**src/rtl/reg_ctrl_pkg.sv**
```systemverilog
// -----------------------------------------------------------------------------
// reg_ctrl_pkg
// Shared definitions for the register-transfer controller: default geometry,
// command op codes, controller FSM state encoding and the command legality
// check used at accept time.
// -----------------------------------------------------------------------------
package reg_ctrl_pkg;

  localparam int N_REGS_DEF = 4;
  localparam int IDX_W_DEF  = 2;
  localparam int DATA_W_DEF = 8;

  typedef enum logic [1:0] {
    OP_MOV = 2'b00,
    OP_LDI = 2'b01,
    OP_RD  = 2'b10,
    OP_RSV = 2'b11
  } op_e;

  typedef enum logic [2:0] {
    ST_IDLE  = 3'd0,
    ST_READ  = 3'd1,
    ST_WAIT  = 3'd2,
    ST_WRITE = 3'd3,
    ST_DONE  = 3'd4
  } state_e;

  // A command is legal when its op is defined and every register index it
  // actually uses lies inside the bank. Unused index fields are don't-care.
  function automatic logic cmd_is_legal(input logic [1:0] op,
                                        input int         src,
                                        input int         dst,
                                        input int         n_regs);
    logic ok;
    case (op)
      OP_MOV:  ok = (src < n_regs) && (dst < n_regs);
      OP_LDI:  ok = (dst < n_regs);
      OP_RD:   ok = (src < n_regs);
      default: ok = 1'b0;
    endcase
    return ok;
  endfunction

endpackage

```
**src/rtl/reg_transfer_controller_if.sv**
```systemverilog
// -----------------------------------------------------------------------------
// reg_transfer_controller_if
// One requester's command channel into the register-transfer controller.
//   valid : requester has a command (held until ready)
//   op    : 00 MOV, 01 LDI, 10 RD, 11 reserved
//   src   : source register index
//   dst   : destination register index
//   imm   : immediate value for LDI
//   ready : command accepted this cycle (driven by the controller)
// Modports: master = requester side, slave = controller side.
// -----------------------------------------------------------------------------
interface reg_transfer_controller_if #(
  parameter int IDX_W  = reg_ctrl_pkg::IDX_W_DEF,
  parameter int DATA_W = reg_ctrl_pkg::DATA_W_DEF
);

  logic              valid;
  logic [1:0]        op;
  logic [IDX_W-1:0]  src;
  logic [IDX_W-1:0]  dst;
  logic [DATA_W-1:0] imm;
  logic              ready;

  modport master (output valid, output op, output src, output dst, output imm,
                  input  ready);

  modport slave  (input  valid, input  op, input  src, input  dst, input  imm,
                  output ready);

endinterface

```
**src/rtl/rr_arbiter2.sv**
```systemverilog
// -----------------------------------------------------------------------------
// rr_arbiter2
// Two-way round-robin arbiter. When both requesters are valid the one that was
// not granted last wins; a single valid requester always wins. Grants are only
// issued while enable is high, and last_grant only moves on an actual grant.
//   clock     : system clock, rising edge
//   reset     : asynchronous, active-low reset (last_grant=1 -> req 0 first)
//   valid0/1  : request lines
//   enable    : controller is able to accept a command
//   grant     : one-hot grant, bit i for requester i
//   grant_id  : index of the granted requester
// -----------------------------------------------------------------------------
module rr_arbiter2 (
  input  logic       clock,
  input  logic       reset,
  input  logic       valid0,
  input  logic       valid1,
  input  logic       enable,
  output logic [1:0] grant,
  output logic       grant_id
);

  logic       last_grant_r;
  logic [1:0] grant_s;
  logic       grant_id_s;

  // Grant selection, fair between two simultaneous requests.
  always_comb begin
    grant_s    = 2'b00;
    grant_id_s = 1'b0;
    if (enable) begin
      if (valid0 && valid1) begin
        grant_id_s = ~last_grant_r;
        grant_s    = last_grant_r ? 2'b01 : 2'b10;
      end else if (valid0) begin
        grant_id_s = 1'b0;
        grant_s    = 2'b01;
      end else if (valid1) begin
        grant_id_s = 1'b1;
        grant_s    = 2'b10;
      end else begin
        grant_id_s = 1'b0;
        grant_s    = 2'b00;
      end
    end else begin
      grant_id_s = 1'b0;
      grant_s    = 2'b00;
    end
  end

  // Remember the most recent winner for the next tie-break.
  always_ff @(posedge clock or negedge reset) begin
    if (!reset) begin
      last_grant_r <= 1'b1;
    end else if (|grant_s) begin
      last_grant_r <= grant_id_s;
    end else begin
      last_grant_r <= last_grant_r;
    end
  end

  assign grant    = grant_s;
  assign grant_id = grant_id_s;

endmodule

```
**src/rtl/reg_transfer_controller.sv**
```systemverilog
// -----------------------------------------------------------------------------
// reg_transfer_controller
// Sequences the shared data bus of the general-purpose register bank. Two
// requesters (0: control unit, 1: I/O/debug port) issue MOV / LDI / RD
// commands; one command runs at a time, arbitrated round-robin.
//   clock       : system clock, rising edge
//   reset       : asynchronous, active-low reset (aborts any command in flight)
//   req0, req1  : command channels (slave modport), ready is combinational
//   reg_values  : concatenated register outputs, reg i at [i*DATA_W +: DATA_W]
//   read_en     : one-hot read strobe (READ state only)
//   write_en    : one-hot write strobe (WRITE state only)
//   data_bus    : value driven to the registers, 0 outside WRITE
//   done        : one-cycle completion pulse
//   rsp_id      : requester of the completed command
//   rsp_data    : value read (RD) or transferred (MOV/LDI); 0 for rejects
//   rsp_err     : command rejected (reserved op or index out of range)
// Timing from accept (cycle 0) to done: MOV 4, RD 3, LDI 2, reject 1.
// All outputs except ready are registers loaded from the next-state values,
// so each strobe lines up with the cycle its state is occupied.
// -----------------------------------------------------------------------------
module reg_transfer_controller
  import reg_ctrl_pkg::*;
#(
  parameter int N_REGS = N_REGS_DEF,
  parameter int IDX_W  = IDX_W_DEF,
  parameter int DATA_W = DATA_W_DEF
) (
  input  logic                       clock,
  input  logic                       reset,
  reg_transfer_controller_if.slave   req0,
  reg_transfer_controller_if.slave   req1,
  input  logic [N_REGS*DATA_W-1:0]   reg_values,
  output logic [N_REGS-1:0]          read_en,
  output logic [N_REGS-1:0]          write_en,
  output logic [DATA_W-1:0]          data_bus,
  output logic                       done,
  output logic                       rsp_id,
  output logic [DATA_W-1:0]          rsp_data,
  output logic                       rsp_err
);

  state_e              state_r;
  state_e              state_nxt_s;

  logic [1:0]          op_r,     op_nxt_s;
  logic [IDX_W-1:0]    src_r,    src_nxt_s;
  logic [IDX_W-1:0]    dst_r,    dst_nxt_s;
  logic [DATA_W-1:0]   data_q_r, data_q_nxt_s;
  logic                id_r,     id_nxt_s;
  logic                err_r,    err_nxt_s;

  logic [1:0]          grant_s;
  logic                grant_id_s;
  logic                arb_en_s;

  logic [1:0]          sel_op_s;
  logic [IDX_W-1:0]    sel_src_s;
  logic [IDX_W-1:0]    sel_dst_s;
  logic [DATA_W-1:0]   sel_imm_s;

  logic [N_REGS-1:0]   rd_dec_s;
  logic [N_REGS-1:0]   wr_dec_s;
  logic [DATA_W-1:0]   rd_mux_s;

  logic [N_REGS-1:0]   read_en_r;
  logic [N_REGS-1:0]   write_en_r;
  logic [DATA_W-1:0]   data_bus_r;
  logic                done_r;
  logic                rsp_id_r;
  logic [DATA_W-1:0]   rsp_data_r;
  logic                rsp_err_r;

  assign arb_en_s = (state_r == ST_IDLE);

  rr_arbiter2 u_arb (
    .clock    (clock),
    .reset    (reset),
    .valid0   (req0.valid),
    .valid1   (req1.valid),
    .enable   (arb_en_s),
    .grant    (grant_s),
    .grant_id (grant_id_s)
  );

  // Grants only exist in IDLE, so ready is low everywhere else.
  assign req0.ready = grant_s[0];
  assign req1.ready = grant_s[1];

  // Payload of the granted requester.
  always_comb begin
    if (grant_id_s) begin
      sel_op_s  = req1.op;
      sel_src_s = req1.src;
      sel_dst_s = req1.dst;
      sel_imm_s = req1.imm;
    end else begin
      sel_op_s  = req0.op;
      sel_src_s = req0.src;
      sel_dst_s = req0.dst;
      sel_imm_s = req0.imm;
    end
  end

  // Read mux: value of the latched source register.
  always_comb begin
    rd_mux_s = '0;
    for (int i = 0; i < N_REGS; i++) begin
      rd_mux_s = (int'(src_r) == i) ? reg_values[i*DATA_W +: DATA_W] : rd_mux_s;
    end
  end

  // Next-state and command-latch logic.
  always_comb begin
    state_nxt_s  = state_r;
    op_nxt_s     = op_r;
    src_nxt_s    = src_r;
    dst_nxt_s    = dst_r;
    data_q_nxt_s = data_q_r;
    id_nxt_s     = id_r;
    err_nxt_s    = err_r;
    case (state_r)
      ST_IDLE: begin
        if (|grant_s) begin
          op_nxt_s  = sel_op_s;
          src_nxt_s = sel_src_s;
          dst_nxt_s = sel_dst_s;
          id_nxt_s  = grant_id_s;
          if (!cmd_is_legal(sel_op_s, int'(sel_src_s), int'(sel_dst_s), N_REGS)) begin
            // Rejected commands report a zero value rather than stale data.
            state_nxt_s  = ST_DONE;
            err_nxt_s    = 1'b1;
            data_q_nxt_s = '0;
          end else begin
            err_nxt_s = 1'b0;
            case (sel_op_s)
              OP_LDI: begin
                state_nxt_s  = ST_WRITE;
                data_q_nxt_s = sel_imm_s;
              end
              OP_MOV, OP_RD: begin
                state_nxt_s = ST_READ;
              end
              default: begin
                state_nxt_s  = ST_DONE;
                err_nxt_s    = 1'b1;
                data_q_nxt_s = '0;
              end
            endcase
          end
        end else begin
          state_nxt_s = ST_IDLE;
        end
      end
      ST_READ: begin
        state_nxt_s = ST_WAIT;
      end
      ST_WAIT: begin
        // The register presents its value one cycle after read_en.
        data_q_nxt_s = rd_mux_s;
        if (op_r == OP_MOV) begin
          state_nxt_s = ST_WRITE;
        end else begin
          state_nxt_s = ST_DONE;
        end
      end
      ST_WRITE: begin
        state_nxt_s = ST_DONE;
      end
      ST_DONE: begin
        state_nxt_s = ST_IDLE;
      end
      default: begin
        state_nxt_s = ST_IDLE;
      end
    endcase
  end

  // Index decoders for the strobes of the upcoming state.
  always_comb begin
    rd_dec_s = '0;
    wr_dec_s = '0;
    for (int i = 0; i < N_REGS; i++) begin
      rd_dec_s[i] = (int'(src_nxt_s) == i);
      wr_dec_s[i] = (int'(dst_nxt_s) == i);
    end
  end

  // FSM state register.
  always_ff @(posedge clock or negedge reset) begin
    if (!reset) begin
      state_r <= ST_IDLE;
    end else begin
      state_r <= state_nxt_s;
    end
  end

  // Latched command fields and transfer data.
  always_ff @(posedge clock or negedge reset) begin
    if (!reset) begin
      op_r     <= 2'b00;
      src_r    <= '0;
      dst_r    <= '0;
      data_q_r <= '0;
      id_r     <= 1'b0;
      err_r    <= 1'b0;
    end else begin
      op_r     <= op_nxt_s;
      src_r    <= src_nxt_s;
      dst_r    <= dst_nxt_s;
      data_q_r <= data_q_nxt_s;
      id_r     <= id_nxt_s;
      err_r    <= err_nxt_s;
    end
  end

  // Output registers: strobes follow the state being entered, response
  // fields load on entry to DONE and hold otherwise.
  always_ff @(posedge clock or negedge reset) begin
    if (!reset) begin
      read_en_r  <= '0;
      write_en_r <= '0;
      data_bus_r <= '0;
      done_r     <= 1'b0;
      rsp_id_r   <= 1'b0;
      rsp_data_r <= '0;
      rsp_err_r  <= 1'b0;
    end else begin
      read_en_r  <= (state_nxt_s == ST_READ)  ? rd_dec_s     : '0;
      write_en_r <= (state_nxt_s == ST_WRITE) ? wr_dec_s     : '0;
      data_bus_r <= (state_nxt_s == ST_WRITE) ? data_q_nxt_s : '0;
      done_r     <= (state_nxt_s == ST_DONE);
      if (state_nxt_s == ST_DONE) begin
        rsp_id_r   <= id_nxt_s;
        rsp_data_r <= data_q_nxt_s;
        rsp_err_r  <= err_nxt_s;
      end else begin
        rsp_id_r   <= rsp_id_r;
        rsp_data_r <= rsp_data_r;
        rsp_err_r  <= rsp_err_r;
      end
    end
  end

  assign read_en  = read_en_r;
  assign write_en = write_en_r;
  assign data_bus = data_bus_r;
  assign done     = done_r;
  assign rsp_id   = rsp_id_r;
  assign rsp_data = rsp_data_r;
  assign rsp_err  = rsp_err_r;

endmodule

```
**src/flat_wrapper.sv**
```systemverilog
// flat-port wrapper written by rule: the top's interface ports become plain ports
module reg_transfer_controller_flat import reg_ctrl_pkg::*;
#(
  parameter int N_REGS = N_REGS_DEF,
  parameter int IDX_W  = IDX_W_DEF,
  parameter int DATA_W = DATA_W_DEF
)
  (clock, reset, reg_values, read_en, write_en, data_bus, done, rsp_id, rsp_data, rsp_err, req0_valid, req0_op, req0_src, req0_dst, req0_imm, req0_ready, req1_valid, req1_op, req1_src, req1_dst, req1_imm, req1_ready);
  reg_transfer_controller_if #(.IDX_W(IDX_W), .DATA_W(DATA_W)) req0_i ();
  reg_transfer_controller_if #(.IDX_W(IDX_W), .DATA_W(DATA_W)) req1_i ();
  input  logic clock;
  input  logic reset;
  input  logic [N_REGS*DATA_W-1:0] reg_values;
  output logic [N_REGS-1:0] read_en;
  output logic [N_REGS-1:0] write_en;
  output logic [DATA_W-1:0] data_bus;
  output logic done;
  output logic rsp_id;
  output logic [DATA_W-1:0] rsp_data;
  output logic rsp_err;
  input wire logic [$bits(req0_i.valid)-1:0] req0_valid;
  input wire logic [$bits(req0_i.op)-1:0] req0_op;
  input wire logic [$bits(req0_i.src)-1:0] req0_src;
  input wire logic [$bits(req0_i.dst)-1:0] req0_dst;
  input wire logic [$bits(req0_i.imm)-1:0] req0_imm;
  output wire logic [$bits(req0_i.ready)-1:0] req0_ready;
  input wire logic [$bits(req1_i.valid)-1:0] req1_valid;
  input wire logic [$bits(req1_i.op)-1:0] req1_op;
  input wire logic [$bits(req1_i.src)-1:0] req1_src;
  input wire logic [$bits(req1_i.dst)-1:0] req1_dst;
  input wire logic [$bits(req1_i.imm)-1:0] req1_imm;
  output wire logic [$bits(req1_i.ready)-1:0] req1_ready;
  assign req0_i.valid = req0_valid;
  assign req0_i.op = req0_op;
  assign req0_i.src = req0_src;
  assign req0_i.dst = req0_dst;
  assign req0_i.imm = req0_imm;
  assign req0_ready = req0_i.ready;
  assign req1_i.valid = req1_valid;
  assign req1_i.op = req1_op;
  assign req1_i.src = req1_src;
  assign req1_i.dst = req1_dst;
  assign req1_i.imm = req1_imm;
  assign req1_ready = req1_i.ready;
  reg_transfer_controller #(.N_REGS(N_REGS), .IDX_W(IDX_W), .DATA_W(DATA_W)) u_core (.clock(clock), .reset(reset), .req0(req0_i), .req1(req1_i), .reg_values(reg_values), .read_en(read_en), .write_en(write_en), .data_bus(data_bus), .done(done), .rsp_id(rsp_id), .rsp_data(rsp_data), .rsp_err(rsp_err));
endmodule
```
**config.mk**
```make
export PLATFORM = sky130hd
export DESIGN_NAME = reg_transfer_controller_flat
export DESIGN_NICKNAME = d
export VERILOG_FILES = /design/src/rtl/reg_ctrl_pkg.sv /design/src/rtl/reg_transfer_controller_if.sv /design/src/rtl/rr_arbiter2.sv /design/src/rtl/reg_transfer_controller.sv /design/src/flat_wrapper.sv
export SDC_FILE = /design/constraint.sdc
export NUM_CORES = 1
export LEC_CHECK = 0
export BUFFER_PORTS_ARGS = -buffer_cell sky130_fd_sc_hd__buf_2
export CORE_MARGIN = 2
export CORE_UTILIZATION = 52
export DETAILED_ROUTE_END_ITERATION = 7
export GPL_TIMING_DRIVEN = 1
export PLACE_DENSITY = 0.89
export SYNTH_ARGS = -nofsm -noshare
export SYNTH_HDL_FRONTEND = slang
export SYNTH_SLANG_ARGS = --single-unit
```
**constraint.sdc**
```tcl
create_clock -name clock -period 6.9 [get_ports clock]
set_clock_uncertainty 0.2 [all_clocks]
set_input_delay 1.725 -clock clock [delete_from_list [all_inputs] [get_ports clock]]
set_output_delay 1.725 -clock clock [all_outputs]
set_load 0.02 [all_outputs]
```
==> flow_summary.yaml <==
run_status:
  status: "finished, final reports clean"
finish:
  area.sequential_um2: 1180
  mostFrequentLayoutCells: "buf_2 (92), dfrtp_1 (46), nand2_1 (16)"
  area_growth_pct: 23.6
  fillers: 351
  layout_commonest_cell: "buf_2"
  drive_above_1_share_pct: 46.2
  final_area_um2: 2820
  multi_input_area_um2: 1020
  n_antenna_cell: 0
  fin_util_pct: 65.6
  final_nets: 340
clocking:
  ctsRootBufferMaster: "clkbuf_8"
  insertion_delay_ns: 0.30
  hold_buffers: 0
  cts_buffer_depth: 2
  cts_buffers: 5
  clk_pin_slew_worst_paths_ns: 0.07
  htree_levels: 2
  cts_resized: 0
  postCtsSetupBuffers: 0
  cts.sinks: 47
  cts_tree: "built"
timing:
  whs_ns: 0.286
  rsz0062_at_grt: "false"
  fin_ws_ns: 2.01
  min_period_ns: 4.89
  finalHoldViolCount: 0
  period_share_pct: 70.8
  tightestPinTransition_ns: 0.998
  max_freq_mhz: 205
  finalSetupViolations: 0
  maxSlewViolCount: 0
  max-slew-margin-rel_pct: 33.5
  tns_ns: 0
logic_synthesis:
  synth_compound_area_share_pct: 13.0
  synthMuxAreaShare_pct: 16.3
  synth_edf_count: 0
  syn_nets: 252
  yosysWarnings: 0
  ys_ff_latch: 47
  synth_cell_type_count: 43
  ys_seq_area_share_pct: 51.7
  syn-cell-area_um2: 2280
  synth_fa_ha_area_share_pct: 0
  synthCells: 188
  synthXorXnorAreaFrac_pct: 0
  ys.flop_type: "dfrtp_1"
  synth_area_per_cell_um2: 12.1
  synth-simple-area-share_pct: 15.3
  synth_top_family_by_area: "multiplexers"
  synthArstFlopShare_pct: 100
route:
  routed_wl_mm: 5.54
  viasPerCell: 5.68
  dr.first_iter.drc_count: 160
  detail_route.wl_per_cell_um: 16.8
  drtPass1Iterations: 4
  drtAntennaViolNets: 0
  dr_total_vias: 1868
  route.detailed.drc: 0
floorplanning:
  die_area_um2: 4930
  core_area_um2: 4290
  die_h_um: 70.2
  initial_core_util_pct: 53.1
  ioPinCount: 93
  rows: 24
  die_w_um: 70.2
worst_setup_path:
  reg2reg_setup_slack_ns: 4.13
  cp-end-kind: "output port"
  worst_ep_required_time_ns: 4.97
  cp_max_fo: 6
  cp-start-kind: "primary input"
  critPathArrivalTime_ns: 2.96
  critical_path_class: "primary input to output port"
placement:
  preCtsSetupSlack_ns: 2.02
  post-dp-hpwl_mm: 4.06
  gp_congestion: 0.919
  portBuffers: 92
  place_area_um2: 2740
global_routing:
  grt_pass1_vias: 1771
  antenna_found_initial: 0
  grt_pass1_wl_mm: 8.56
  track_usage_pct: 22.9
  grt_overflow: 0
  grt_max_degree: 48
job:
  drv_cap: 0
worst_hold_path:
  hold_path_class: "flop to flop"
power_and_ir_drop:
  power_density_nw_per_um2: 400
  vdd_ir_drop_max_mv: 0.256
  p_leak_nw: 1.44
## power by group
| group | internal [mW] | leakage [nW] | switching, mW | total [mW] |
|---|---|---|---|---|
| logic | 0.233 | 0.789 | 0.281 | 0.514 |
| clock network | 0.0720 | 0.0395 | 0.0836 | 0.156 |
| registers | 0.375 | 0.607 | 0.0807 | 0.456 |
## critical path, stage by stage
cell and delay [ns]:
buf_2 0.15, or4b_2 0.64, nor2b_1 0.23, buf_2 0.21
## synthesized netlist by cell type, types with 3 or more instances
cell,instances,share of area (%)
o21ai_0,9,2.0
mux4_2,8,7.9
nand2_1,16,2.6
o211ai_1,6,2.0
mux2_2,5,2.5
nand4_1,7,1.9
nor2b_1,12,3.3
nor3b_1,3,0.99
dfrtp_1,46,51
mux2i_1,6,2.6
mux2_4,5,3.3
nor2_1,8,1.3
a21oi_1,8,1.8
buf_2,3,0.66
inv_1,4,0.66
a221o_1,6,2.6
## state kept, by name, indices dropped and copies added, names as in the netlist
signal	count
u_core.rsp_id	1
u_core.data_q_r	8
u_core.done	1
u_core.data_bus	8
u_core.op_r	2
u_core.u_arb.last_grant_r	1
u_core.state_r	3
u_core.dst_r	2
u_core.id_r	1
u_core.src_r	2
u_core.read_en	4
u_core.rsp_err	1
u_core.rsp_data	8
u_core.err_r	1
u_core.write_en	4
## per-stage QoR
| stage | cells | power, mW |
|---|---|---|
| 6_report | 329 | 1.13 |
| 5_1_grt | 329 | 1.19 |
| 4_1_cts | 329 | 1.13 |
| 3_5_place_dp | 321 | 0.972 |
| 3_3_place_gp | 321 | 0.953 |
| 2_1_floorplan | 188 | 0.840 |
## layer usage
layer	global-route usage [%]	vias to the layer above	routed length, µm
met5	0	-	0
met2	35.0	95	2650
met1	30.0	888	2280
li1	-	863	-
met4	13.2	0	200
met3	5.48	22	413
## path summary, 6_finish.rpt
path                                   start            endpoint  cells past startpoint
max                               req0_valid          req0_ready                      4
min                              u_core.id_r         u_core.id_r                      2
max reg2reg                u_core.state_r[0]  u_core.rsp_data[6]                      5
min reg2reg                      u_core.id_r         u_core.id_r                      2
max in group asynchronous              reset  u_core.rsp_data[1]                      1
min in group asynchronous              reset         u_core.done                      1
## kinds of logic (layout without fill, tap and decap cells)
family,after synthesis,count (layout)
multiplexers,24,24
AND/OR/NAND/NOR,61,61
flip-flops,47,47
AO/OA/AOI/OAI,41,41
buffers and inverters,15,104
## final cells by class
| type | count | share of cell area [%] |
|---|---|---|
| multi-input cells | 126 | 36.1 |
| inverters | 4 | 0.533 |
| repair buffers | 92 | 16.4 |
| clock buffers | 8 | 2.84 |
| well taps | 52 | 2.31 |
| flip-flops and latches | 47 | 41.8 |
No activity file was read; power rests on OpenSTA's default activity.
